### src/rtl/rom_loader.sv
// rom_loader: multi-slot ROM download controller feeding a toggle-handshake sdram write port.
// States: IDLE idle / power-up stretch | LOAD accept bytes | WAIT sdram ack | STRETCH core reset hold
module rom_loader #(
  parameter int ADDR_W    = 22,
  parameter int SLOTS     = 2,
  parameter int SLOT_W    = (SLOTS > 1) ? $clog2(SLOTS) : 0,
  parameter int HDR_BYTES = 512,
  parameter int RST_W     = 20,
  parameter int DATA_W    = 8,
  localparam int M        = ADDR_W - SLOT_W,
  localparam int SW       = (SLOT_W > 0) ? SLOT_W : 1
) (
  input  logic                  clk_sys,
  input  logic                  reset,
  input  logic                  ce_cpu,
  input  logic                  ioctl_download,
  input  logic [7:0]            ioctl_index,
  input  logic                  ioctl_wr,
  input  logic [24:0]           ioctl_addr,
  input  logic [DATA_W-1:0]     ioctl_dout,
  output logic                  ioctl_wait,
  output logic [ADDR_W-1:0]     mem_waddr,
  output logic [DATA_W-1:0]     mem_din,
  output logic                  mem_we_req,
  input  logic                  mem_we_ack,
  input  logic [SW-1:0]         rd_slot,
  input  logic [M-1:0]          rd_addr,
  output logic [ADDR_W-1:0]     mem_raddr,
  output logic [SLOTS*M-1:0]    cart_mask,
  output logic [SLOTS-1:0]      hdr_present,
  output logic [SLOTS-1:0]      loaded,
  output logic                  sys_reset
);

  typedef enum logic [1:0] {S_IDLE, S_LOAD, S_WAIT, S_STRETCH} state_t;

  state_t                 state_q, state_d;
  logic                   dl_q, dl_d;
  logic [RST_W-1:0]       cnt_q, cnt_d, cnt_dec;
  logic                   sys_reset_q, sys_reset_d;
  logic                   wait_q, wait_d;
  logic                   req_q, req_d;
  logic [ADDR_W-1:0]      waddr_q, waddr_d;
  logic [ADDR_W-1:0]      raddr_q, raddr_d;
  logic [DATA_W-1:0]      din_q, din_d;
  logic [SLOTS-1:0][M-1:0] mask_q, mask_d;
  logic [SLOTS-1:0]       hdr_q, hdr_d;
  logic [SLOTS-1:0]       loaded_q, loaded_d;
  logic [SW-1:0]          slot_q, slot_d;
  logic                   valid_q, valid_d;
  logic                   wrote_q, wrote_d;
  logic [24:0]            last_q, last_d;
  logic [SW-1:0]          idx_slot;
  logic                   idx_valid;
  logic                   hdr_hit;
  logic                   fin;
  logic [M-1:0]           rd_off;

  assign idx_slot  = ioctl_index[SW-1:0];
  // The whole index is compared so aliased indices (e.g. 3 with two slots) are rejected.
  assign idx_valid = ({24'd0, ioctl_index} < 32'(SLOTS));
  assign hdr_hit   = (10'(last_q + 25'd1) == 10'(HDR_BYTES % 1024));

  always_comb begin
    state_d     = state_q;
    dl_d        = ioctl_download;
    cnt_d       = cnt_q;
    sys_reset_d = sys_reset_q;
    wait_d      = wait_q;
    req_d       = req_q;
    waddr_d     = waddr_q;
    din_d       = din_q;
    mask_d      = mask_q;
    hdr_d       = hdr_q;
    loaded_d    = loaded_q;
    slot_d      = slot_q;
    valid_d     = valid_q;
    wrote_d     = wrote_q;
    last_d      = last_q;
    fin         = 1'b0;
    cnt_dec     = (ce_cpu && cnt_q != '0) ? cnt_q - RST_W'(1) : cnt_q;

    case (state_q)
      S_IDLE, S_STRETCH: begin
        cnt_d       = cnt_dec;
        sys_reset_d = (cnt_dec != '0);
        if (state_q == S_STRETCH && cnt_dec == '0)
          state_d = S_IDLE;
        if (ioctl_download && !dl_q) begin
          state_d     = S_LOAD;
          cnt_d       = '1;
          sys_reset_d = 1'b1;
          slot_d      = idx_slot;
          valid_d     = idx_valid;
          wrote_d     = 1'b0;
          if (idx_valid) begin
            mask_d[idx_slot]   = '0;
            hdr_d[idx_slot]    = 1'b0;
            loaded_d[idx_slot] = 1'b0;
          end
        end
      end
      S_LOAD: begin
        sys_reset_d = 1'b1;
        if (!ioctl_download) begin
          fin = 1'b1;
        end else if (ioctl_wr && valid_q) begin
          waddr_d        = ADDR_W'(ioctl_addr[M-1:0]) | (ADDR_W'(slot_q) << M);
          din_d          = ioctl_dout;
          req_d          = ~req_q;
          wait_d         = 1'b1;
          mask_d[slot_q] = mask_q[slot_q] | ioctl_addr[M-1:0];
          last_d         = ioctl_addr;
          wrote_d        = 1'b1;
          state_d        = S_WAIT;
        end
      end
      S_WAIT: begin
        sys_reset_d = 1'b1;
        if (mem_we_ack == req_q) begin
          wait_d = 1'b0;
          if (!ioctl_download)
            fin = 1'b1;
          else
            state_d = S_LOAD;
        end
      end
      default: state_d = S_IDLE;
    endcase

    if (fin) begin
      state_d = S_STRETCH;
      if (valid_q) begin
        hdr_d[slot_q]    = wrote_q && hdr_hit;
        loaded_d[slot_q] = wrote_q;
      end
    end

    // Offset sum is M bits wide so it wraps without touching the slot field.
    rd_off  = '0;
    raddr_d = '0;
    if (32'(rd_slot) < 32'(SLOTS)) begin
      rd_off  = (rd_addr & mask_q[rd_slot]) + (hdr_q[rd_slot] ? M'(HDR_BYTES) : '0);
      raddr_d = ADDR_W'(rd_off) | (ADDR_W'(rd_slot) << M);
    end
  end

  always_ff @(posedge clk_sys or posedge reset) begin
    if (reset) begin
      state_q     <= S_IDLE;
      dl_q        <= 1'b0;
      cnt_q       <= '1;
      sys_reset_q <= 1'b1;
      wait_q      <= 1'b0;
      req_q       <= 1'b0;
      waddr_q     <= '0;
      raddr_q     <= '0;
      din_q       <= '0;
      mask_q      <= '0;
      hdr_q       <= '0;
      loaded_q    <= '0;
      slot_q      <= '0;
      valid_q     <= 1'b0;
      wrote_q     <= 1'b0;
      last_q      <= '0;
    end else begin
      state_q     <= state_d;
      dl_q        <= dl_d;
      cnt_q       <= cnt_d;
      sys_reset_q <= sys_reset_d;
      wait_q      <= wait_d;
      req_q       <= req_d;
      waddr_q     <= waddr_d;
      raddr_q     <= raddr_d;
      din_q       <= din_d;
      mask_q      <= mask_d;
      hdr_q       <= hdr_d;
      loaded_q    <= loaded_d;
      slot_q      <= slot_d;
      valid_q     <= valid_d;
      wrote_q     <= wrote_d;
      last_q      <= last_d;
    end
  end

  assign ioctl_wait  = wait_q;
  assign mem_waddr   = waddr_q;
  assign mem_din     = din_q;
  assign mem_we_req  = req_q;
  assign mem_raddr   = raddr_q;
  assign cart_mask   = mask_q;
  assign hdr_present = hdr_q;
  assign loaded      = loaded_q;
  assign sys_reset   = sys_reset_q;

endmodule
### config.mk
export PLATFORM = sky130hd
export DESIGN_NAME = rom_loader
export DESIGN_NICKNAME = d
export VERILOG_FILES = /design/src/rtl/rom_loader.sv
export SDC_FILE = /design/constraint.sdc
export NUM_CORES = 1
export LEC_CHECK = 0
export BUFFER_PORTS_ARGS = -buffer_cell sky130_fd_sc_hd__clkbuf_2
export CAP_MARGIN = 20
export CORE_MARGIN = 2
export CORE_UTILIZATION = 40
export CTS_CLUSTER_DIAMETER = 80
export DETAILED_ROUTE_END_ITERATION = 10
export PLACE_DENSITY = 0.6
export SLEW_MARGIN = 0
export SYNTH_ARGS = -nofsm -noshare
export SYNTH_HDL_FRONTEND = slang
export SYNTH_SLANG_ARGS = --single-unit
### constraint.sdc
create_clock -name clk_sys -period 4.2 [get_ports clk_sys]
set_input_delay 0.21 -clock clk_sys [delete_from_list [all_inputs] [get_ports clk_sys]]
set_output_delay 0.21 -clock clk_sys [all_outputs]
set_load 0.01 [all_outputs]
==> results_dict.tcl <==
set metrics [dict create \
    syn_area_per_cell_sq_um 9.848 \
    core_sq_um 14530 \
    clock_skew_ns 0.005722 \
    final_common_cell "clkbuf_2" \
    path_max_fanout 9 \
    fp.dieW_microns 126.0 \
    post-route-period-util_pct 65.87 \
    r2r_start "cnt_q[0]" \
    std_cell_rows 44 \
    async_flop_share_pct 100.0 \
    violations "hold timing" \
    grt_setup_unrepaired "false" \
    cp.required_ns 4.49 \
    p_leak_nw 3.679 \
    utilization_pct 53.26 \
    r2r_end "state_q[0]" \
    combinationalPowerShare_pct 26.1 \
    end_kind "flip-flop" \
    max_slew_margin_pct 39.96 \
    ir_drop_mv 0.4404 \
    overflow 0 \
    dpl.cell_count 933 \
    clock_path_buffers 2 \
    cts_tree "done" \
    final_hold_viol_count 14 \
    fmax_mhz 361.5 \
    power_frac_seq_pct 38.4 \
    cts_resized 0 \
    antenna_left 0 \
    synth_edf_count 0 \
    clk_latency_ns 0.42 \
    power.share.clock_pct 35.5 \
    tns_ns 0 \
    pwr_density_cell_nw_per_um2 577.1 \
    grt_pass1_vias 5260 \
    r2r_cells 9 \
    grt_usage_pct 21.70 \
    port_buffers 165 \
    fin_hold_ws_ns -0.03911 \
    final_nets 855 \
    yosysSeqAreaShare_pct 53.78 \
    fin_crit_ns 2.766 \
    setup_viol 0 \
    finalWirelength_mm 16.77 \
    synth_flop_cell "dfrtp_1" \
    ioPinCount 170 \
    hp-class "input port to asynchronous set/reset pin" \
    syn_nets 681 \
    clk_pin_slew_worst_paths_ns 0.05 \
    crit_type "flip-flop to flip-flop" \
    clockRootBuffer "clkbuf_16" \
    crit_family "simple AND/OR/NAND/NOR gates" \
    antenna_found_initial 0 \
    r2r_setup_slack_ns 1.43 \
    arrival_ns 3.05 \
    synth_cells 605 \
    dp_hpwl_mm 11.72 \
    die_height_microns 126.0 \
    stdcell_area_sq_um 7741 \
    ys_warn_count 0 \
    switching_power_mw 1.443 \
    post_layout_nonfiller_instances 976 \
    htreeDepth 4 \
    maxCapViolCount 0 \
    slew_viol_final 0 \
    antenna_cells 0 \
    cts_buffers 17 \
    grt_pass1_wl_mm 27.14 \
    grt_max_degree 72 \
    initial_utilization_pct 41.00 \
    cp-start-kind "flip-flop" \
    syn-cell-area_sq_um 5958 \
    vias 5224 \
    first_iter_violations 339 \
    via_per_inst 5.352 \
    dieArea_sq_um 15890 \
    wl_per_cell_microns 17.19 \
    p_int_mw 3.025 \
    worst_path_max_delay_cell "nor4_1" \
    p_sw_share_pct 32.29 \
    synth_cell_types 58 \
    tightest_slew_ns 0.9007 \
    slowest_delay_ns 0.49 \
    critical_path.cell_chain "inv_1 -> ha_1 -> nor2b_1 -> nand4_2 -> o21ai_2 -> o31ai_1 -> nor4_1 -> a31oi_1 -> mux2i_1" \
    dpl_cell_area_sq_um 6989 \
    clock_sinks 127 \
    most-common-layout-cells "clkbuf_2, nand2_1, dfrtp_1, nor2_1, a21oi_1" \
    gp_congestion 0.9551 \
    syn_to_final_growth_pct 29.92 \
    critical_path.n_buffers_inverters 1 \
    outcome "complete, but fails checks" \
    fillCellCount 1324 \
    drive_gt1_share_pct 32.07 \
    drt_first_pass_iters 4 \
    remaining_drc_errors 0 \
    synth_seq_cells 127 \
]
## power by group through the flow
| stage | Combinational (mW) | Clock [mW] | Sequential (mW) |
|---|---|---|---|
| 2_1_floorplan | 0.636 | 0 | 1.76 |
| 3_3_place_gp | 1.13 | 0 | 1.72 |
| 3_5_place_dp | 1.17 | 0 | 1.73 |
| 4_1_cts | 1.17 | 1.62 | 1.71 |
| 5_1_grt | 1.29 | 1.66 | 1.76 |
| 6_report | 1.17 | 1.58 | 1.72 |
## state kept, by name (all words and copies together), names as in the netlist
name,count
loaded,2
mem_waddr,22
sys_reset,1
hdr_present,2
mem_raddr,22
dl_q,1
valid_q,1
wrote_q,1
cnt_q,20
state_q,2
slot_q,1
mem_we_req,1
ioctl_wait,1
cart_mask,42
mem_din,8
## cells in the mapped netlist (all sizes together), types with 2 or more instances
| cell type | n | share of area, % |
|---|---|---|
| clkbuf | 27 | 1.7 |
| a21oi | 37 | 3.1 |
| or3 | 5 | 0.61 |
| nor4 | 10 | 1.6 |
| buf | 4 | 0.42 |
| a31oi | 10 | 1.0 |
| o41ai | 2 | 0.29 |
| dfstp | 21 | 9.3 |
| xor2 | 2 | 0.29 |
| a211oi | 2 | 0.25 |
| nor3 | 26 | 2.4 |
| nand2 | 121 | 7.7 |
| nand4 | 10 | 1.2 |
| o31ai | 3 | 0.38 |
| nor2b | 14 | 1.5 |
| nand3 | 13 | 1.1 |
| nand2b | 4 | 0.42 |
| nor4b | 2 | 0.40 |
| or4 | 4 | 0.57 |
| nor2 | 47 | 3.0 |
| mux2 | 12 | 2.3 |
| a22o | 27 | 4.0 |
| o22ai | 2 | 0.21 |
| dfrtp | 106 | 45 |
| and2 | 2 | 0.21 |
| o21ai | 22 | 1.9 |
| xnor2 | 14 | 2.1 |
| o21a | 3 | 0.38 |
| ha | 7 | 1.5 |
| nand4b | 3 | 0.44 |
| mux2i | 16 | 2.7 |
| inv | 13 | 0.82 |
## metal layers
layer  part of all wire (%)  track usage, %  routed length, microns
met1                     45           29.00                    7477
met2                     47           33.52                    7931
met3                    6.2           6.117                    1046
met4                    1.9           8.662                     318
met5                      0               0                       0
## what timing repair did
action	in CTS	in global routing
hold buffers	11	0
buffers inserted	0	0
hold endpoints to repair	11	0
## cell families (layout without fill, tap and decap cells)
group | Yosys count | in the layout | share of synthesized area [%]
simple gates | 267 | 267 | 21.76
flops | 127 | 127 | 53.78
compound gates | 116 | 116 | 12.68
buf+inv | 44 | 231 | 2.940
mux | 28 | 28 | 5.019
xor+xnor | 16 | 16 | 2.352
fa+ha+maj | 7 | 7 | 1.470
## final cells by class
cell class                      instances  area [sq um]  area share [%]
Timing Repair Buffer                  186          1011           13.06
Tap cell                              184         230.2           2.974
Sequential cell                       127          3204           41.39
Multi-Input combinational cell        434          2603           33.62
Clock inverter                          9         153.9           1.988
Inverter                               13         51.30          0.6627
Clock buffer                           23         488.0           6.304
## worst register-to-register path, cell delays in order, from the launching register on
cell	delay [ns]
dfstp_2	0.41
inv_1	0.11
ha_1	0.19
nor2b_1	0.25
nand4_2	0.28
o21ai_2	0.38
o31ai_1	0.12
nor4_1	0.49
a31oi_1	0.23
mux2i_1	0.18
## through the flow
| stage | hold slack, ns | setup slack, ns | power [mW] |
|---|---|---|---|
| 6_report | -0.03911 | 1.434 | 4.468 |
| 5_1_grt | 0.007160 | 1.268 | 4.707 |
| 4_1_cts | 0.00002054 | 1.478 | 4.507 |
| 3_5_place_dp | 0.4105 | 1.498 | 2.890 |
| 3_3_place_gp | 0.4005 | 1.542 | 2.848 |
| 2_1_floorplan | 0.2414 | 0.6405 | 2.393 |
## how the worst max path moves through the flow
| stage | startpoint | endpoint | cells past startpoint | slack (ns) |
|---|---|---|---|---|
| 2_1_floorplan | reset | cart_mask[0] | 1 | 0.64 |
| 3_3_place_gp | rd_slot | mem_raddr[20] | 7 | 1.54 |
| 3_5_place_dp | cnt_q[0] | state_q[0] | 9 | 1.50 |
| 4_1_cts | cnt_q[0] | state_q[0] | 9 | 1.48 |
| 5_1_grt | cnt_q[0] | state_q[0] | 9 | 1.27 |
| 6_report | cnt_q[0] | state_q[0] | 9 | 1.43 |
Power figures use the tool's default switching activity.
